`config.mk`:
```
export PLATFORM = sky130hd
export DESIGN_NAME = vram_fill_engine
export DESIGN_NICKNAME = d
export VERILOG_FILES = /design/src/rtl/vram_fill_engine.sv
export SDC_FILE = /design/constraint.sdc
export NUM_CORES = 1
export LEC_CHECK = 0
export CORE_ASPECT_RATIO = 1.75
export CORE_MARGIN = 2
export CORE_UTILIZATION = 32
export CTS_CLUSTER_SIZE = 12
export DETAILED_ROUTE_END_ITERATION = 6
export HOLD_SLACK_MARGIN = 0.05
export SLEW_MARGIN = 20
export SYNTH_ARGS = -nofsm -noshare
export SYNTH_HDL_FRONTEND = slang
export SYNTH_SLANG_ARGS = --single-unit
```
`constraint.sdc`:
```
create_clock -name clk_i -period 3.55 [get_ports clk_i]
set_clock_uncertainty 0.2 [all_clocks]
set_input_delay 0.71 -clock clk_i [delete_from_list [all_inputs] [get_ports clk_i]]
set_output_delay 0.71 -clock clk_i [all_outputs]
set_load 0.005 [all_outputs]
```
`src/rtl/vram_fill_engine.sv`:
```
// vram_fill_engine: fills a programmable word range of the video RAM with a constant or
// incrementing pattern through a request/grant write port. Optionally clears the whole RAM
// once after reset.
//
// Ports:
//   clk_i          system clock
//   reset_i        synchronous active-high reset
//   start_i        start pulse, accepted only in idle
//   abort_i        stop an in-progress fill, sampled only while filling
//   cfg_base_i     first word address (latched on start)
//   cfg_count_i    number of words to write (latched on start)
//   cfg_pattern_i  fill value / increment seed (latched on start)
//   cfg_mode_i     0 = constant, 1 = incrementing (latched on start)
//   wr_req_o       write request to the VRAM arbiter
//   wr_gnt_i       arbiter grant; a write is accepted on wr_req_o && wr_gnt_i
//   wr_addr_o      VRAM word address
//   wr_be_o        byte enables, all set while requesting
//   wr_data_o      write data
//   busy_o         high while filling
//   done_o         one-cycle completion pulse
//   cfg_err_o      pulses with done_o when the request was clipped or empty
module vram_fill_engine #(
  parameter int unsigned              ADDR_W         = 11,
  parameter int unsigned              DEPTH          = 600,
  parameter int unsigned              DATA_W         = 32,
  parameter int unsigned              START_ON_RESET = 1,
  parameter logic [DATA_W-1:0]        FILL_INIT      = '0
) (
  input  logic                clk_i,
  input  logic                reset_i,
  input  logic                start_i,
  input  logic                abort_i,
  input  logic [ADDR_W-1:0]   cfg_base_i,
  input  logic [ADDR_W:0]     cfg_count_i,
  input  logic [DATA_W-1:0]   cfg_pattern_i,
  input  logic                cfg_mode_i,
  output logic                wr_req_o,
  input  logic                wr_gnt_i,
  output logic [ADDR_W-1:0]   wr_addr_o,
  output logic [DATA_W/8-1:0] wr_be_o,
  output logic [DATA_W-1:0]   wr_data_o,
  output logic                busy_o,
  output logic                done_o,
  output logic                cfg_err_o
);

  localparam logic [ADDR_W:0] DepthW = (ADDR_W + 1)'(DEPTH);

  typedef enum logic [1:0] {StIdle, StFill, StDone} state_e;

  state_e              state_q, state_d;
  logic                init_q, init_d;     // post-reset clear still pending
  logic [ADDR_W-1:0]   addr_q, addr_d;
  logic [ADDR_W:0]     idx_q, idx_d;
  logic [ADDR_W:0]     rem_q, rem_d;
  logic [DATA_W-1:0]   pattern_q, pattern_d;
  logic                mode_q, mode_d;
  logic                err_q, err_d;

  logic [ADDR_W:0]     avail;
  logic [ADDR_W:0]     eff_count;
  logic                base_oob;
  logic                clipped;

  // Request range checks; avail is only meaningful when the base is in range.
  always_comb begin
    base_oob  = {1'b0, cfg_base_i} >= DepthW;
    avail     = DepthW - {1'b0, cfg_base_i};
    clipped   = cfg_count_i > avail;
    eff_count = clipped ? avail : cfg_count_i;
  end

  always_comb begin
    state_d   = state_q;
    init_d    = init_q;
    addr_d    = addr_q;
    idx_d     = idx_q;
    rem_d     = rem_q;
    pattern_d = pattern_q;
    mode_d    = mode_q;
    err_d     = err_q;
    unique case (state_q)
      StIdle: begin
        if (init_q) begin
          init_d    = 1'b0;
          addr_d    = '0;
          idx_d     = '0;
          rem_d     = DepthW;
          pattern_d = FILL_INIT;
          mode_d    = 1'b0;
          err_d     = 1'b0;
          state_d   = StFill;
        end else if (start_i) begin
          pattern_d = cfg_pattern_i;
          mode_d    = cfg_mode_i;
          addr_d    = cfg_base_i;
          idx_d     = '0;
          if (base_oob || eff_count == '0) begin
            rem_d   = '0;
            err_d   = 1'b1;
            state_d = StDone;
          end else begin
            rem_d   = eff_count;
            err_d   = clipped;
            state_d = StFill;
          end
        end
      end
      StFill: begin
        if (wr_gnt_i) begin
          if (rem_q == (ADDR_W + 1)'(1)) begin
            // Last word: keep the address in range, completion beats abort.
            rem_d   = '0;
            state_d = StDone;
          end else begin
            addr_d = addr_q + 1'b1;
            idx_d  = idx_q + 1'b1;
            rem_d  = rem_q - 1'b1;
            if (abort_i) state_d = StIdle;
          end
        end else if (abort_i) begin
          state_d = StIdle;
        end
      end
      StDone: begin
        err_d   = 1'b0;
        state_d = StIdle;
      end
      default: state_d = StIdle;
    endcase
  end

  always_ff @(posedge clk_i) begin
    if (reset_i) begin
      state_q   <= StIdle;
      init_q    <= (START_ON_RESET != 0);
      addr_q    <= '0;
      idx_q     <= '0;
      rem_q     <= '0;
      pattern_q <= '0;
      mode_q    <= 1'b0;
      err_q     <= 1'b0;
    end else begin
      state_q   <= state_d;
      init_q    <= init_d;
      addr_q    <= addr_d;
      idx_q     <= idx_d;
      rem_q     <= rem_d;
      pattern_q <= pattern_d;
      mode_q    <= mode_d;
      err_q     <= err_d;
    end
  end

  // Address/data are forced to zero outside the fill so idle outputs stay quiet.
  always_comb begin
    wr_req_o  = (state_q == StFill);
    busy_o    = wr_req_o;
    wr_be_o   = {(DATA_W / 8){wr_req_o}};
    wr_addr_o = wr_req_o ? addr_q : '0;
    wr_data_o = '0;
    if (wr_req_o) wr_data_o = mode_q ? pattern_q + DATA_W'(idx_q) : pattern_q;
    done_o    = (state_q == StDone);
    cfg_err_o = done_o && err_q;
  end

endmodule

```
Word-level counts from Yosys, hierarchy flattened
Cells that the tools add are included.

operators by class
  add/subtract/negate cells = 5
  magnitude comparators = 2
  eq/ne operators = 6
  muxes and demuxes = 35
  reductions and logical operators = 11

operators with widths
  operator                count
  $mux 32                 4
  $mux 12                 10
  $mux 11                 5
  $pmux 12 s2             2
  $add 32x12->32          1
  $pmux 11 s2             1
  $add 12x1->12 const B   1
  $eq 12x1->1 const B     1
  $gt 12x12->1            1
  $logic_not 12->1        1
  $mux 2                  6
  $sub 10x11->12 const A  1
  $sub 12x1->12 const B   1
  $add 11x1->11 const B   1
  $ge 11x10->1 const B    1
  $reduce_bool 2->1       3
  $mux 1                  5
  $ne 2x2->1 const B      2
  $pmux 2 s2              1
  $reduce_and 2->1        2
  $reduce_and 4->1        1
  $ne 3x3->1 const B      1
  $reduce_and 3->1        1
  $eq 2x1->1 const B      1
  5 further kinds         5

storage, ports and cells
  register bits = 72
  output and inout port bits = 51
  word-level logic and storage cells = 67

Logic depth before layout (Yosys ltp)
Gate-level depths: netlist (run 1).

  depth after elaboration = 9
  depth in mapped cells = 15
  depth with buffers taken out = 14

Worst setup path before layout (run 1)
OpenSTA, ideal clock, no wires.

  path kind = input to register
  from = in cfg_base_i[0]
  to = reg rem_q[1]
  setup time = 138 ps
  arrival = 3302 ps
  required time = 3212 ps
  path slack = -89 ps
  stages on the path = 15
  cell sequence = inv_1 -> ha_1 -> nor2b_1 -> o21ai_1 -> o21ai_0 -> xor2_1 -> ha_1 -> a21oi_1 -> nand2_1 -> a21o_1 -> o31ai_1 -> buf_2 -> mux2_2 -> nand4_1 -> a221oi_1

on the way
  cells in the longest elaborated chain, start to end = 9
  elaborated cells on any way between the ends = 10
  those cells by class = add/sub: 1; order compare: 2; mux: 5; reduce/logical: 2

RTL lines
  what                  RTL line  RTL
  from (decl)           33        input logic [ADDR_W-1:0] cfg_base_i,
  $sub 10x11->12        68        avail = DepthW - {1'b0, cfg_base_i};
  $gt 12x12->1          69        clipped = cfg_count_i > avail;
  $mux 12               70        eff_count = clipped ? avail : cfg_count_i;
  $logic_not 12->1      98        if (base_oob || eff_count == '0) begin
  $logic_or 1x1->1      98
  $mux 12 (*)           98
  $mux 12 (*)           93        end else if (start_i) begin
  $mux 12 (*)           84        if (init_q) begin
  $pmux 12 s2 (*)       82        unique case (state_q)
  to (signal assigned)  148       rem_q <= rem_d;
  to (decl)             55        logic [ADDR_W:0] rem_q, rem_d;

Every way passes the cells marked *; elsewhere a longest branch is shown, timed or not. The select of a mux whose other input is x is not followed.
A chain may end at the register's enable or synchronous reset.

Final worst setup path (run 1)
  from = reg idx_q[1]
  to = out wr_data_o[23]

on the way
  cells in the longest elaborated chain, start to end = 3

RTL lines
  what                    RTL line  RTL
  from (decl)             54        logic [ADDR_W:0] idx_q, idx_d;
  from (signal assigned)  147       idx_q <= idx_d;
  $add 32x12->32          162       if (wr_req_o) wr_data_o = mode_q ? pattern_q + DATA_W'(idx_q) : pattern_q;
  $mux 32 (2 in a row)    162
  to (decl)               41        output logic [DATA_W-1:0] wr_data_o,

No other way between the ends.

==> metrics.yaml, run 1 <==
final_area_sq_um: 8026
max_slew_margin_pct: 60.29
cts_max_level: 3
io_pins: 112
routed_wl_um: 17950
grt_pass1_vias: 5878
maxCapViolCount: 0
setup_ws_ns: -0.1278
hold_class: "reg -> reg"
crit_required_ns: 2.64
syn-num-nets: 758
root_buffer: "clkbuf_16"
gr-total-overflow: 0
period_share_pct: 103.6
dp.cells: 1018
die_w_um: 100.7
die_y_um: 173.3
ys_warn_count: 0
ir_drop_mv: 0.2166
reg2reg_slack_ns: 1.02
postRouteAntennaNets: 0
hold_buffers: 0
netlist_area_sq_um: 5239
drive_above_1_share_pct: 28.65
timing.fmax_mhz: 271.9
grt_pass1_wl_um: 28430
powerDensity_nw_per_um2: 352.6
core-area_sq_um: 15950
dp_hpwl_um: 13450
arrival_ns: 2.77
worst_slew_pin_slew_ns: 0.5950
end_kind: "output port"
clk_latency_ns: 0.34
yosysUniqueCellTypes: 62
crit_path_max_fanout: 5
start_kind: "register"
fillCellCount: 1506
min_period_ns: 3.678
ys_ff_latch: 72
start_util_pct: 32.84
status: "finished with violations"
ys_top_cells_by_area: "dfxtp_1 (28%), ha_1 (6.9%), nor2_1 (6.3%)"
synth_top_cell_area_share_pct: 27.51
crit_end: "wr_data_o[23]"
yosysTopAreaCell: "dfxtp_1"
p_leak_nw: 3.349
failed_checks: "setup timing"
r2r-end: "rem_q[2]"
drt_iter0_markers: 161
ys_seq_area_share_pct: 27.51
viasPerCell: 5.348
cts_tree: "done"
nets: 962
netlist_instances: 667
dieArea_sq_um: 17450
portBuffers: 111
synth_async_sr_flop_share_pct: 0
drc_errors: 0
n_antenna_cell: 0
postSynthAreaPerCell_sq_um: 7.854
row_count: 61
cts_buffers: 9
grt_use_total_pct: 20.51
finalHoldViolations: 0
synth_edf_count: 0
fin_cells: 1065
drv_slew: 0
rr_startpoint: "rem_q[5]"
wire_per_inst_um: 16.86
gp_congestion: 0.9176
syn_to_final_growth_pct: 53.21
rsz0062_at_grt: "true"
rr_worst_depth: 8
synth-main-ff-cell: "dfxtp_1"
grt_start_max_net_pins: 28
clkSinkCount: 72
dpl_cell_area_sq_um: 7113
finalSetupViolations: 12
clock_path_buffers: 2
drt-pass1-iter-count: 4
critPathKind: "reg -> out"
antenna_found_initial: 0
vias: 5696
startpoint: "idx_q[1]"
clk_pin_slew_ns: 0.06
==> worst min-delay path by stage <==
stage / startpoint / endpoint / slack [ns] / cells past startpoint
after global placement: err_q / err_q / 0.26 / 2
after floorplan: err_q / err_q / 0.23 / 2
after CTS: err_q / err_q / 0.27 / 2
final: err_q / err_q / 0.27 / 2
after detailed placement: err_q / err_q / 0.26 / 2
after global routing: err_q / err_q / 0.29 / 2
==> kinds of logic after synthesis <==
group | after synthesis | synth area share [%]
and+or+nand+nor | 248 | 23.86
AOI/OAI and AO/OA | 188 | 25.08
DFF | 72 | 27.51
buffers and inverters | 68 | 5.446
xor gates and xnor gates | 46 | 7.834
adders and majority gates | 30 | 7.308
muxes | 15 | 2.962
==> where the power goes <==
group	internal [mW]	switching [mW]	leakage, nW
sequential	0.868	0.0706	0.591
clock	0.655	0.358	0.159
combinational	0.421	0.457	2.60
==> layer usage <==
layer | global-route usage (%) | routed length (um)
met5 | 0 | 0
met4 | 12.39 | 972
met3 | 3.024 | 526
met2 | 38.31 | 9799
met1 | 20.62 | 6652
==> cell usage in the layout, fill, tap and decap left out, drive strengths merged, types with 9 or more instances in the layout <==
cell and count:
and3 12, buf 136, dfxtp 72, a22o 32
inv 30, nor2 88, o211ai 10, a21oi 42
clkbuf 20, nor3 18, nand4 12, and2 11
mux2i 11, nand2b 9, clkdlybuf4s50 77, nand2 37
xnor2 21, o21ai 33, nand3 25, xor2 25
a211oi 13, ha 29, or3 15
==> per-stage QoR <==
stage	power, mW	TNS, ns	hold slack (ns)	setup slack (ns)	utilization, %
CTS	2.815	-1.595	0.2728	-0.2333	48.91
finish	2.830	-0.8720	0.2679	-0.1278	50.32
floorplan	1.427	-0.03050	0.2314	-0.03050	-
detailed placement	1.771	-10.97	0.2587	-0.6242	44.59
global route	2.973	-3.272	0.2859	-0.2562	50.32
global placement	1.766	-9.867	0.2637	-0.5465	44.59
==> flip-flops by register name (all words and copies together) (netlist names) <==
register and cells:
addr_q 11, err_q 1, idx_q 12, init_q 1, mode_q 1, pattern_q 32, rem_q 12, state_q 2
==> cell usage after synthesis (3+ instances only) <==
library cell and number:
a211o_1 3, a211oi_1 12, a21o_1 7, a21oi_1 41, a22o_1 32, a22oi_1 8
a31oi_1 7, and2_1 11, and3_1 12, buf_2 6, buf_4 6, clkbuf_1 24
dfxtp_1 72, ha_1 29, inv_1 30, mux2_2 4, mux2i_1 11, nand2_1 37
nand2b_1 9, nand3_1 24, nand4_1 12, nor2_1 88, nor2b_1 4, nor3_1 16
nor4_1 4, o211ai_1 9, o21a_1 7, o21ai_0 30, o21ai_1 3, o31a_1 4
o31ai_1 5, o32ai_1 4, or2_2 5, or3_1 13, or4_1 3, xnor2_1 21
xor2_1 24
==> cell type report <==
type	instances	area [sq um]	area share (%)
timing repair buffer	231	1968	24.52
multi-input combinational	527	3920	48.84
sequential	72	1456	18.15
clock inverter	4	76.32	0.9509
clock buffer	12	256.5	3.196
inverter	30	112.6	1.403
tap	189	236.5	2.946
==> critical path: stages (launching register included) <==
cell	delay [ns]
dfxtp_2	0.33
buf_6	0.11
ha_4	0.24
a211oi_4	0.23
o21ai_2	0.09
a2111o_1	0.50
a211o_1	0.33
o2111ai_4	0.13
buf_6	0.15
xor2_1	0.13
nor2_1	0.05
buf_2	0.14
==> what timing repair did <==
action                                  4_1_cts  5_1_grt
endpoints found under the setup margin       41       47
setup buffers                                20       13
cloned                                        1        0
resized for setup                           156       53
pin swaps                                    46       37
Note: power is estimated with default switching activity, not from simulation.
==> run 2, diff against run 1 <==
Clock period 3.55 ns to 3.5 ns, I/O delays scaled along.
==> run 2 against run 1 <==
Effect of this change: the flow still finishes with violations (setup timing); global-route usage is 0.74 points higher; wire length is 5.3% higher; non-clock buffer count is 16 higher; worst setup slack worse by 0.014 ns; combinational power is 1% higher; largest cell class unchanged; core utilization is 0.35 points higher; power is 2.5% lower; highest routed layer unchanged; sequential share of layout area is 0.093 points lower; die area stayed put.
==> metrics.yaml, run 2 (same netlist as run 1, synthesis figures left out) <==
status: "finished with violations"
failed_checks: "setup timing"
clkSinkCount: 72  # unchanged
grt_start_max_net_pins: 31  # +11%
tns_ns: -1.435  # -0.5628 ns
die_w_um: 100.7  # unchanged
drt_iter0_markers: 206  # +28%
grt_use_total_pct: 21.25  # +0.74 points
clk_latency_ns: 0.33  # about the same
wire_per_inst_um: 17.51  # +3.9%
drc_errors: 0  # unchanged
multi_input_area_sq_um: 3916  # about the same
clock_path_buffers: 2  # unchanged
pre_cts_slack_ns: -0.7720  # -0.1478 ns
cts_max_level: 3  # unchanged
layout_commonest_cell: "buf_4"
drt-pass1-iter-count: 4  # unchanged
powerDensity_nw_per_um2: 341.6  # -3.1%
routed_wl_um: 18910  # +5.3%
gp_congestion: 0.8698  # -5.2%
portBuffers: 111  # unchanged
crit_required_ns: 2.60  # -0.04 ns
dp_hpwl_um: 13920  # +3.5%
worst_slew_pin_slew_ns: 0.6886  # +0.09358 ns
arrival_ns: 2.74  # -0.03 ns
rsz0062_at_grt: "true"
end_kind: "output port"
p_leak_nw: 3.379  # +0.91%
drive_above_1_share_pct: 29.97  # +1.3 points
die_y_um: 173.3  # unchanged
nets: 978  # +1.7%
min_period_ns: 3.642
vias: 5821  # +2.2%
maxCapViolCount: 0  # unchanged
cts_buffers: 9  # unchanged
combPwrFrac_pct: 32.3  # +1.3 points
top_register: "pattern_q"
largest_reg_flops: 32  # unchanged
period_share_pct: 104.1
gr-total-overflow: 0  # unchanged
viasPerCell: 5.390  # +0.78%
syn_to_final_growth_pct: 54.26
clk_pin_slew_ns: 0.06  # about the same
ir_drop_mv: 0.2567  # +19%
hold_buffers: 0  # unchanged
p_seq_share_pct: 34.7  # +1.5 points
root_buffer: "clkbuf_16"
grt_pass1_vias: 6025  # +2.5%
finalHoldViolations: 0  # unchanged
fillCellCount: 1510  # +0.27%
core-area_sq_um: 15950  # unchanged
hold_class: "reg -> reg"
dieArea_sq_um: 17450  # unchanged
timing.fmax_mhz: 274.6
n_antenna_cell: 0  # unchanged
max_slew_margin_pct: 53.90  # -6.4 points
start_kind: "register"
setup_ws_ns: -0.1420  # -0.01421 ns
row_count: 61  # unchanged
cts_tree: "done"
drv_slew: 0  # unchanged
start_util_pct: 32.84  # unchanged
p_clk_share_pct: 33.1  # -2.7 points
grt_pass1_wl_um: 29810  # +4.8%
p_sw_share_pct: 33.07  # +1.8 points
postRouteAntennaNets: 0  # unchanged
finalSetupViolations: 18  # +6
p_int_mw: 1.848  # -5.0%
power.switching_mw: 0.9129  # +3.1%
reg_top3: "pattern_q x32, idx_q x12, rem_q x12"
crit_path_max_fanout: 3  # -2
final_cell_mix: "buf_4 (117), nor2_1 (84), clkdlybuf4s50_1 (75)"
io_pins: 112  # unchanged
antenna_found_initial: 0  # unchanged
seq_area_sq_um: 1459  # +0.17%
critPathKind: "reg -> out"
-- run 2: final timing paths --
kind | startpoint | end | slack [ns] | depth (start not counted)
setup / recovery | pattern_q[2] | wr_data_o[18] | -0.14 | 13
hold / removal | err_q | err_q | 0.28 | 2
setup reg to reg | init_q | idx_q[7] | 0.73 | 6
hold reg to reg | err_q | err_q | 0.28 | 2
-- run 2: power groups by stage --
stage	Combinational (mW)	Sequential, mW	Clock, mW
final	0.891	0.957	0.913
after global routing	0.974	0.965	0.958
after CTS	0.860	0.954	0.933
after detailed placement	0.835	0.970	0
after global placement	0.819	0.967	0
after floorplan	0.504	0.945	0
-- run 2: layout make-up --
| class | instances | area share (%) |
|---|---|---|
| Clock inverter | 6 | 0.7586 |
| Inverter | 30 | 1.393 |
| Sequential cell | 72 | 18.05 |
| Tap cell | 189 | 2.926 |
| Multi-Input combinational cell | 527 | 48.46 |
| Timing Repair Buffer | 247 | 25.62 |
| Clock buffer | 9 | 2.787 |
-- run 2: timing repair --
action / 4_1_cts / 5_1_grt
resized for setup: 160 / 59
gates cloned: 1 / 0
pin swaps: 53 / 53
setup endpoints to repair: 43 / 43
buffers inserted: 37 / 7
-- run 2: through the flow --
stage	cells	util (%)	instance area, sq um	hold slack [ns]	power (mW)
floorplan	667	-	5254	0.2314	1.449
global placement	1021	44.77	7142	0.2741	1.786
detailed placement	1021	44.77	7142	0.2579	1.804
CTS	1073	49.21	7850	0.2736	2.748
global route	1080	50.66	8082	0.2993	2.898
finish	1080	50.66	8082	0.2801	2.761
-- run 2: per-layer routing --
metal | vias up | GRT usage, % | part of all wire [%]
li1 | 2858 | - | -
met1 | 2772 | 22.04 | 36
met2 | 141 | 40.28 | 56
met3 | 50 | 3.105 | 3.4
met4 | 0 | 10.10 | 4.1
met5 | - | 0 | 0
-- run 2: worst max-delay path, stage by stage (launching register included) --
cell      delay [ns]
dfxtp_2         0.34
ha_4            0.24
buf_4           0.14
nor2b_2         0.15
o31a_1          0.28
o211ai_1        0.27
a31oi_2         0.17
buf_2           0.17
buf_6           0.11
buf_6           0.12
nand3_4         0.07
xor2_1          0.17
nor2_1          0.06
buf_2           0.13
